`config.mk`:
```
export PLATFORM = sky130hd
export DESIGN_NAME = rfphoenix_alu_result_queue
export DESIGN_NICKNAME = d
export VERILOG_FILES = /design/src/rtl/rfphoenix_alu_result_queue.sv
export SDC_FILE = /design/constraint.sdc
export NUM_CORES = 1
export LEC_CHECK = 0
export CAP_MARGIN = 15
export CORE_AREA = 3 3 149 151
export DETAILED_ROUTE_END_ITERATION = 8
export DIE_AREA = 0 0 152 154
export PLACE_DENSITY = 0.75
export SLEW_MARGIN = 20
export SYNTH_ARGS = -nofsm -noshare
export SYNTH_HDL_FRONTEND = slang
export SYNTH_SLANG_ARGS = --single-unit
export TNS_END_PERCENT = 1
```
`constraint.sdc`:
```
create_clock -name clk -period 5.13 [get_ports clk]
set_input_delay 0.7695 -clock clk [delete_from_list [all_inputs] [get_ports clk]]
set_output_delay 0.7695 -clock clk [all_outputs]
set_load 0.005 [all_outputs]
```
`src/rtl/rfphoenix_alu_result_queue.sv`:
```
// rfphoenix_alu_result_queue: in-order ALU result FIFO draining to a register-file write port with bypass lookup
module rfphoenix_alu_result_queue #(
  parameter int DEPTH = 4,
  parameter int RW = 6,
  parameter int WID = 32
) (
  input  logic clk,
  input  logic rst,
  input  logic res_valid,
  output logic res_ready,
  input  logic [RW-1:0] res_tgt,
  input  logic [WID-1:0] res_val,
  output logic wb_valid,
  input  logic wb_ack,
  output logic [RW-1:0] wb_tgt,
  output logic [WID-1:0] wb_val,
  input  logic [RW-1:0] byp_reg,
  output logic byp_hit,
  output logic [WID-1:0] byp_val,
  output logic [$clog2(DEPTH):0] count,
  output logic err
);
  localparam int AW = $clog2(DEPTH);
  localparam logic [AW:0] FULL = (AW+1)'(DEPTH);
  logic [RW-1:0] tgt_q [DEPTH];
  logic [WID-1:0] val_q [DEPTH];
  logic [DEPTH-1:0] vld;
  logic [AW-1:0] rd_ptr, wr_ptr, idx;
  logic [AW:0] cnt;
  logic err_q, enq, deq;
  assign res_ready = !rst && cnt < FULL;
  assign wb_valid = !rst && cnt != '0;
  assign enq = res_valid && res_ready && res_tgt != '0;
  assign deq = wb_valid && wb_ack;
  assign wb_tgt = tgt_q[rd_ptr];
  assign wb_val = val_q[rd_ptr];
  assign count = cnt;
  assign err = err_q;
  // walk oldest to youngest so the youngest match is the one left standing
  always_comb begin
    byp_hit = 1'b0;
    byp_val = '0;
    idx = '0;
    for (int i = 0; i < DEPTH; i++) begin
      idx = rd_ptr + AW'(i);
      if (!rst && byp_reg != '0 && vld[idx] && tgt_q[idx] == byp_reg) begin
        byp_hit = 1'b1;
        byp_val = val_q[idx];
      end
    end
  end
  always_ff @(posedge clk) begin
    if (rst) begin
      rd_ptr <= '0;
      wr_ptr <= '0;
      cnt <= '0;
      vld <= '0;
      err_q <= 1'b0;
    end else begin
      if (deq) begin
        vld[rd_ptr] <= 1'b0;
        rd_ptr <= rd_ptr + AW'(1);
      end
      if (enq) begin
        tgt_q[wr_ptr] <= res_tgt;
        val_q[wr_ptr] <= res_val;
        vld[wr_ptr] <= 1'b1;
        wr_ptr <= wr_ptr + AW'(1);
      end
      cnt <= cnt + (AW+1)'(enq) - (AW+1)'(deq);
      err_q <= err_q | (res_valid && !res_ready);
    end
  end
endmodule

```
== Word level (Yosys, flattened, before mapping) ==
Memories as Yosys holds them, arrays and structs flattened. A register that Yosys moved wholly into a read port is not among the register bits.
Cells that the tools add are included.
Storage, ports and cells
  output and inout bits: 77
  RAM bits: 152
  bits of input ports: 48
  memories: 2
  logic and storage cells: 81
  register bits after elaboration: 12
Cells by class
  equality and inequality tests: 4
  reductions and logical operators: 22
  muxes and demuxes: 30
  add/subtract/negate cells: 6
  bitwise gates (word level): 4
  order comparisons: 8
Memory list
  val_q: words 4, width 32, rd ports 4, clocked after memory_dff 1, wr ports 1, line 26  | logic [WID-1:0] val_q [DEPTH];
  tgt_q: words 4, width 6, rd ports 4, clocked after memory_dff 1, wr ports 1, line 25  | logic [RW-1:0] tgt_q [DEPTH];
Operator list (number)
  $mux W32: 4
  $eq A6 B6 Y1: 4
  $logic_and A1 B1 Y1: 17
  $lt A2 B3 Y1 const B: 5
  $mux W1: 13
  $mux W4: 3
  $reduce_bool A6 Y1: 2
  $bmux W1 S2: 4
  $mux W2: 4
  $add A2 B1 Y2 const B: 2
  $add A2 B2 Y2 const B: 2
  $and A4 B4 Y4: 1
  $demux W1 S2: 2
  $ge A2 B1 Y1 const B: 2
  $not A4 Y4: 1
  $or A4 B4 Y4: 1
  $add A3 B1 Y3: 1
  $lt A3 B3 Y1 const B: 1
  $reduce_bool A3 Y1: 1
  $sub A3 B1 Y3: 1
  $logic_not A1 Y1: 2
  $or A1 B1 Y1: 1

== Longest topological paths before layout ==
  depth in word-level cells: 10
  gate-level depth with buffers: 13
  mapped depth without buffers: 10

== Worst setup path before layout ==
No wires, ideal clock.
  path type: reg-to-output
  start point: reg rd_ptr[1]
  end point: out byp_val[7]
  cell stages (with the launch flop): 12
  slack: 967 ps
  arrival: 3393 ps
  cells stage by stage: dfxtp_1 clkbuf_1 clkbuf_1 inv_1 ha_1 mux4_2 xnor2_1 nand4_1 nor4_4 o21ai_2 buf_6 o21ai_1
On the way
  cells in the longest elaborated chain, start to end: 8
  elaborated cells between the ends (all ways): 28
  classes of those cells: 3 x add/sub; 3 x eq/ne; 12 x mux; 8 x reduce/logical; 2 x memory
RTL lines
  from (decl): line 28  | logic [AW-1:0] rd_ptr, wr_ptr, idx;
  from (signal assigned): line 62  | rd_ptr <= rd_ptr + AW'(1);
  branches (longest 7 deep; another with $mem_v2 Z4 W6)
  $mux W32 (*): line 46  | if (!rst && byp_reg != '0 && vld[idx] && tgt_q[idx] == byp_reg) begin
  to (decl): line 19  | output logic [WID-1:0] byp_val,
Every way passes the cells marked *. The select of a mux whose other input is x is not followed.

== Final worst setup path ==
  start point: reg rd_ptr[0]
  end point: out byp_val[31]
Same word-level chain as after synthesis.

==> results.tsv <==
metric	value	unit
die area	23400	µm²
Max Clk Rate	209	MHz
vias per cell	6.55	
Detailed Route Iter0 Violations	545	
sequential element share of the synthesized area	0.466	
Layout Utilization	0.593	
worst-path cell chain	buf_12, mux2i_1, xnor2_1, nor3_1, a31oi_1, nor4_4, buf_12, mux2i_1, o21ai_1, clkdlybuf4s50_1	
# DRC	0	
Finished Cell Area	12400	µm²
VDD IR max	0.210	mV
# Max-Cap Violations	0	
Avg WL per Cell	24.7	µm
H-tree depth	4	
crit-path leading delay family	buffers and inverters	
Resize count post-CTS	0	
Clk Tree Root Cell	clkbuf_16	
Cell variety after synth	38	
vias in the first global route	6657	
Yosys top cell area share	0.439	
Lkg Pwr	3.62	nW
critical setup path kind	reg -> out	
final setup fails	0	
via count	6404	
Avg Cell Area, Syn	17.8	µm²
CORE AREA	21000	µm²
Clock Sinks	166	
Initial Util	0.496	
Slew Viols, Final	0	
Startpoint Class	flop	
die width	152	µm
pin count of the biggest net entering global routing	123	
multi-input logic area	5230	µm²
final worst path period share	0.934	
# fillers	1566	
Cells after Synth	585	
CP Capture Type	output port	
CP Data Required Time	4.36	ns
Final #Nets	749	
Slew headroom	0.437	
synthesis-stage register bit count	166	
final WL	24.1	mm
post-route clock skew	0.00884	ns
power density cells	328	nW/µm²
Hold WC Path Type	reg -> reg	
Hold Fails Final Rpt	0	
total grt overflow	0	
HPWL after detailed placement	15.4	mm
Max Root-Sink Buffers	2	
outcome	finished clean	
GPL Wtd Cong	0.866	
FP Rows	53	
postcts setup bufs	0	
area leader, netlist	edfxtp_1	
synthesis-to-finish area growth	19.7	%
Synth area leaders	edfxtp_1 (44%), mux4_2 (32%), mux2i_1 (3.7%), a22oi_2 (3.6%), dfxtp_1 (2.7%)	
placed inst area	11900	µm²
critical path arrival	4.02	ns
clock insertion delay at the later pin of the skew report	0.43	ns
Setup TNS	0	ns
TritonCTS clock tree	yes	
ANT nets after route	0	
clock slew seen by the registers of the worst setup and hold paths	0.07	ns
Cell Area, Synth	10400	µm²
Mapped Nets	644	
DIE HEIGHT	154	µm
Final Critical Period	4.79	ns
CP Buf/Inv Count	3	
RSZ-0062 raised after global routing	false	
sequential cell area	4850	µm²
Num CTS Buffers	17	
CP max-delay cell	buf_12	
IO Count	125	
Design Power	4.08	mW
TritonRoute pass-1 iters	5	
Worst Tran Pin Value	0.844	ns
first-pass GRT wire length	37.9	mm
layout cell share with drive strength beyond 1	0.385	
Port Buf Inserts	124	
# diodes	0	
antenna violations before repair	0	
Global Route Usage Sum	0.209	
CP peak stage delay	0.59	ns
hold_buf cts	0	
Crit Path Max Fanout	122	
Ys Warns	0	
==> cells in the mapped netlist <==
| cell | instances |
|---|---|
| nor3_1 | 2 |
| mux2i_1 | 38 |
| buf_2 | 13 |
| nor4_4 | 1 |
| edfxtp_1 | 152 |
| or4b_4 | 1 |
| a21oi_4 | 1 |
| inv_2 | 1 |
| a22oi_1 | 2 |
| or4_1 | 2 |
| nand4_1 | 4 |
| nand2_1 | 6 |
| nor2_1 | 18 |
| xor2_1 | 7 |
| ha_1 | 10 |
| dfxtp_1 | 14 |
| a21oi_1 | 7 |
| nor4_1 | 2 |
| buf_1 | 2 |
| clkbuf_1 | 26 |
| mux2i_2 | 1 |
| o31ai_1 | 1 |
| inv_1 | 7 |
| and2_1 | 7 |
| buf_6 | 12 |
| a32oi_1 | 2 |
| xnor2_1 | 26 |
| fa_1 | 1 |
| a31oi_1 | 1 |
| o21ai_2 | 30 |
| a22oi_2 | 30 |
| mux4_2 | 149 |
| nor3_2 | 1 |
| nand3_1 | 2 |
| buf_4 | 1 |
| nor2b_1 | 1 |
| o311a_1 | 1 |
| o21ai_1 | 3 |
==> area by class of cell <==
type                    count  share of cell area
multi-input cells         357               0.421
flip-flops and latches    166               0.390
repair buffers            140               0.115
clock buffers              19              0.0356
well taps                 275              0.0277
clock inverters            13             0.00865
inverters                   8             0.00241
==> routing by layer <==
| metal | GRT usage | vias to the layer above | wire length [µm] |
|---|---|---|---|
| met5 | 0 | - | 0 |
| li1 | - | 2735 | - |
| met4 | 0.0629 | 0 | 351 |
| met3 | 0.0453 | 28 | 1510 |
| met1 | 0.265 | 3365 | 9400 |
| met2 | 0.366 | 276 | 12900 |
==> tightest hold or removal path: cells and delay by family (launching register included) <==
family,cells,cell delay [ns]
AND/OR/NAND/NOR,1,0.08
AO/OA/AOI/OAI,1,0.05
flip-flops,1,0.34
==> kinds of logic after synthesis <==
logic type / Yosys count / synth area share
flip-flops: 166 / 0.466
adder cells (fa/ha/maj): 11 / 0.0140
multiplexers: 188 / 0.361
buffers and inverters: 62 / 0.0330
AO/OA/AOI/OAI: 78 / 0.0732
AND/OR/NAND/NOR: 47 / 0.0248
XOR/XNOR: 33 / 0.0278
==> power breakdown <==
group | internal [mW] | switching [mW] | leakage (nW) | total [mW]
logic | 0.727 | 0.559 | 1.84 | 1.29
registers | 1.54 | 0.0614 | 1.49 | 1.60
clock network | 0.647 | 0.545 | 0.277 | 1.19
total | 2.92 | 1.17 | 3.62 | 4.08
==> through the flow <==
| step | hold slack, ns | cells | worst slack [ns] |
|---|---|---|---|
| finish | 0.504 | 978 | 0.340 |
| global route | 0.558 | 978 | 0.104 |
| CTS | 0.515 | 978 | 0.311 |
| detailed placement | 0.495 | 946 | 0.427 |
| global placement | 0.455 | 946 | 0.547 |
| floorplan | 0.460 | 585 | 0.967 |
==> path summary, 6_finish.rpt <==
| path | from | to | slack, ns | cells past startpoint |
|---|---|---|---|---|
| max | rd_ptr[0] | byp_val[31] | 0.34 | 10 |
| min | err | err | 0.50 | 2 |
| max reg2reg | count[2] | count[2] | 2.82 | 10 |
| min reg2reg | err | err | 0.50 | 2 |
==> flip-flops by register name, summed over array words and instances, names as in the netlist, named ones only <==
| signal | cells |
|---|---|
| count | 3 |
| err | 1 |
| rd_ptr | 2 |
| tgt_q | 24 |
| val_q | 128 |
| vld | 4 |
| wr_ptr | 2 |
==> cell usage in the layout, fill, tap and decap left out, types with 5 or more instances in the layout <==
cell             instances
edfxtp_1               152
mux4_2                 149
clkdlybuf4s50_1        124
mux2i_1                 38
a22oi_2                 30
o21ai_2                 29
xnor2_1                 26
nor2_1                  18
clkbuf_16               17
buf_4                   11
dfxtp_1                 10
ha_1                     9
inv_1                    7
xor2_1                   7
a21oi_1                  7
inv_6                    7
nand2_1                  6
buf_12                   5
(Power assumes the default switching activity.)
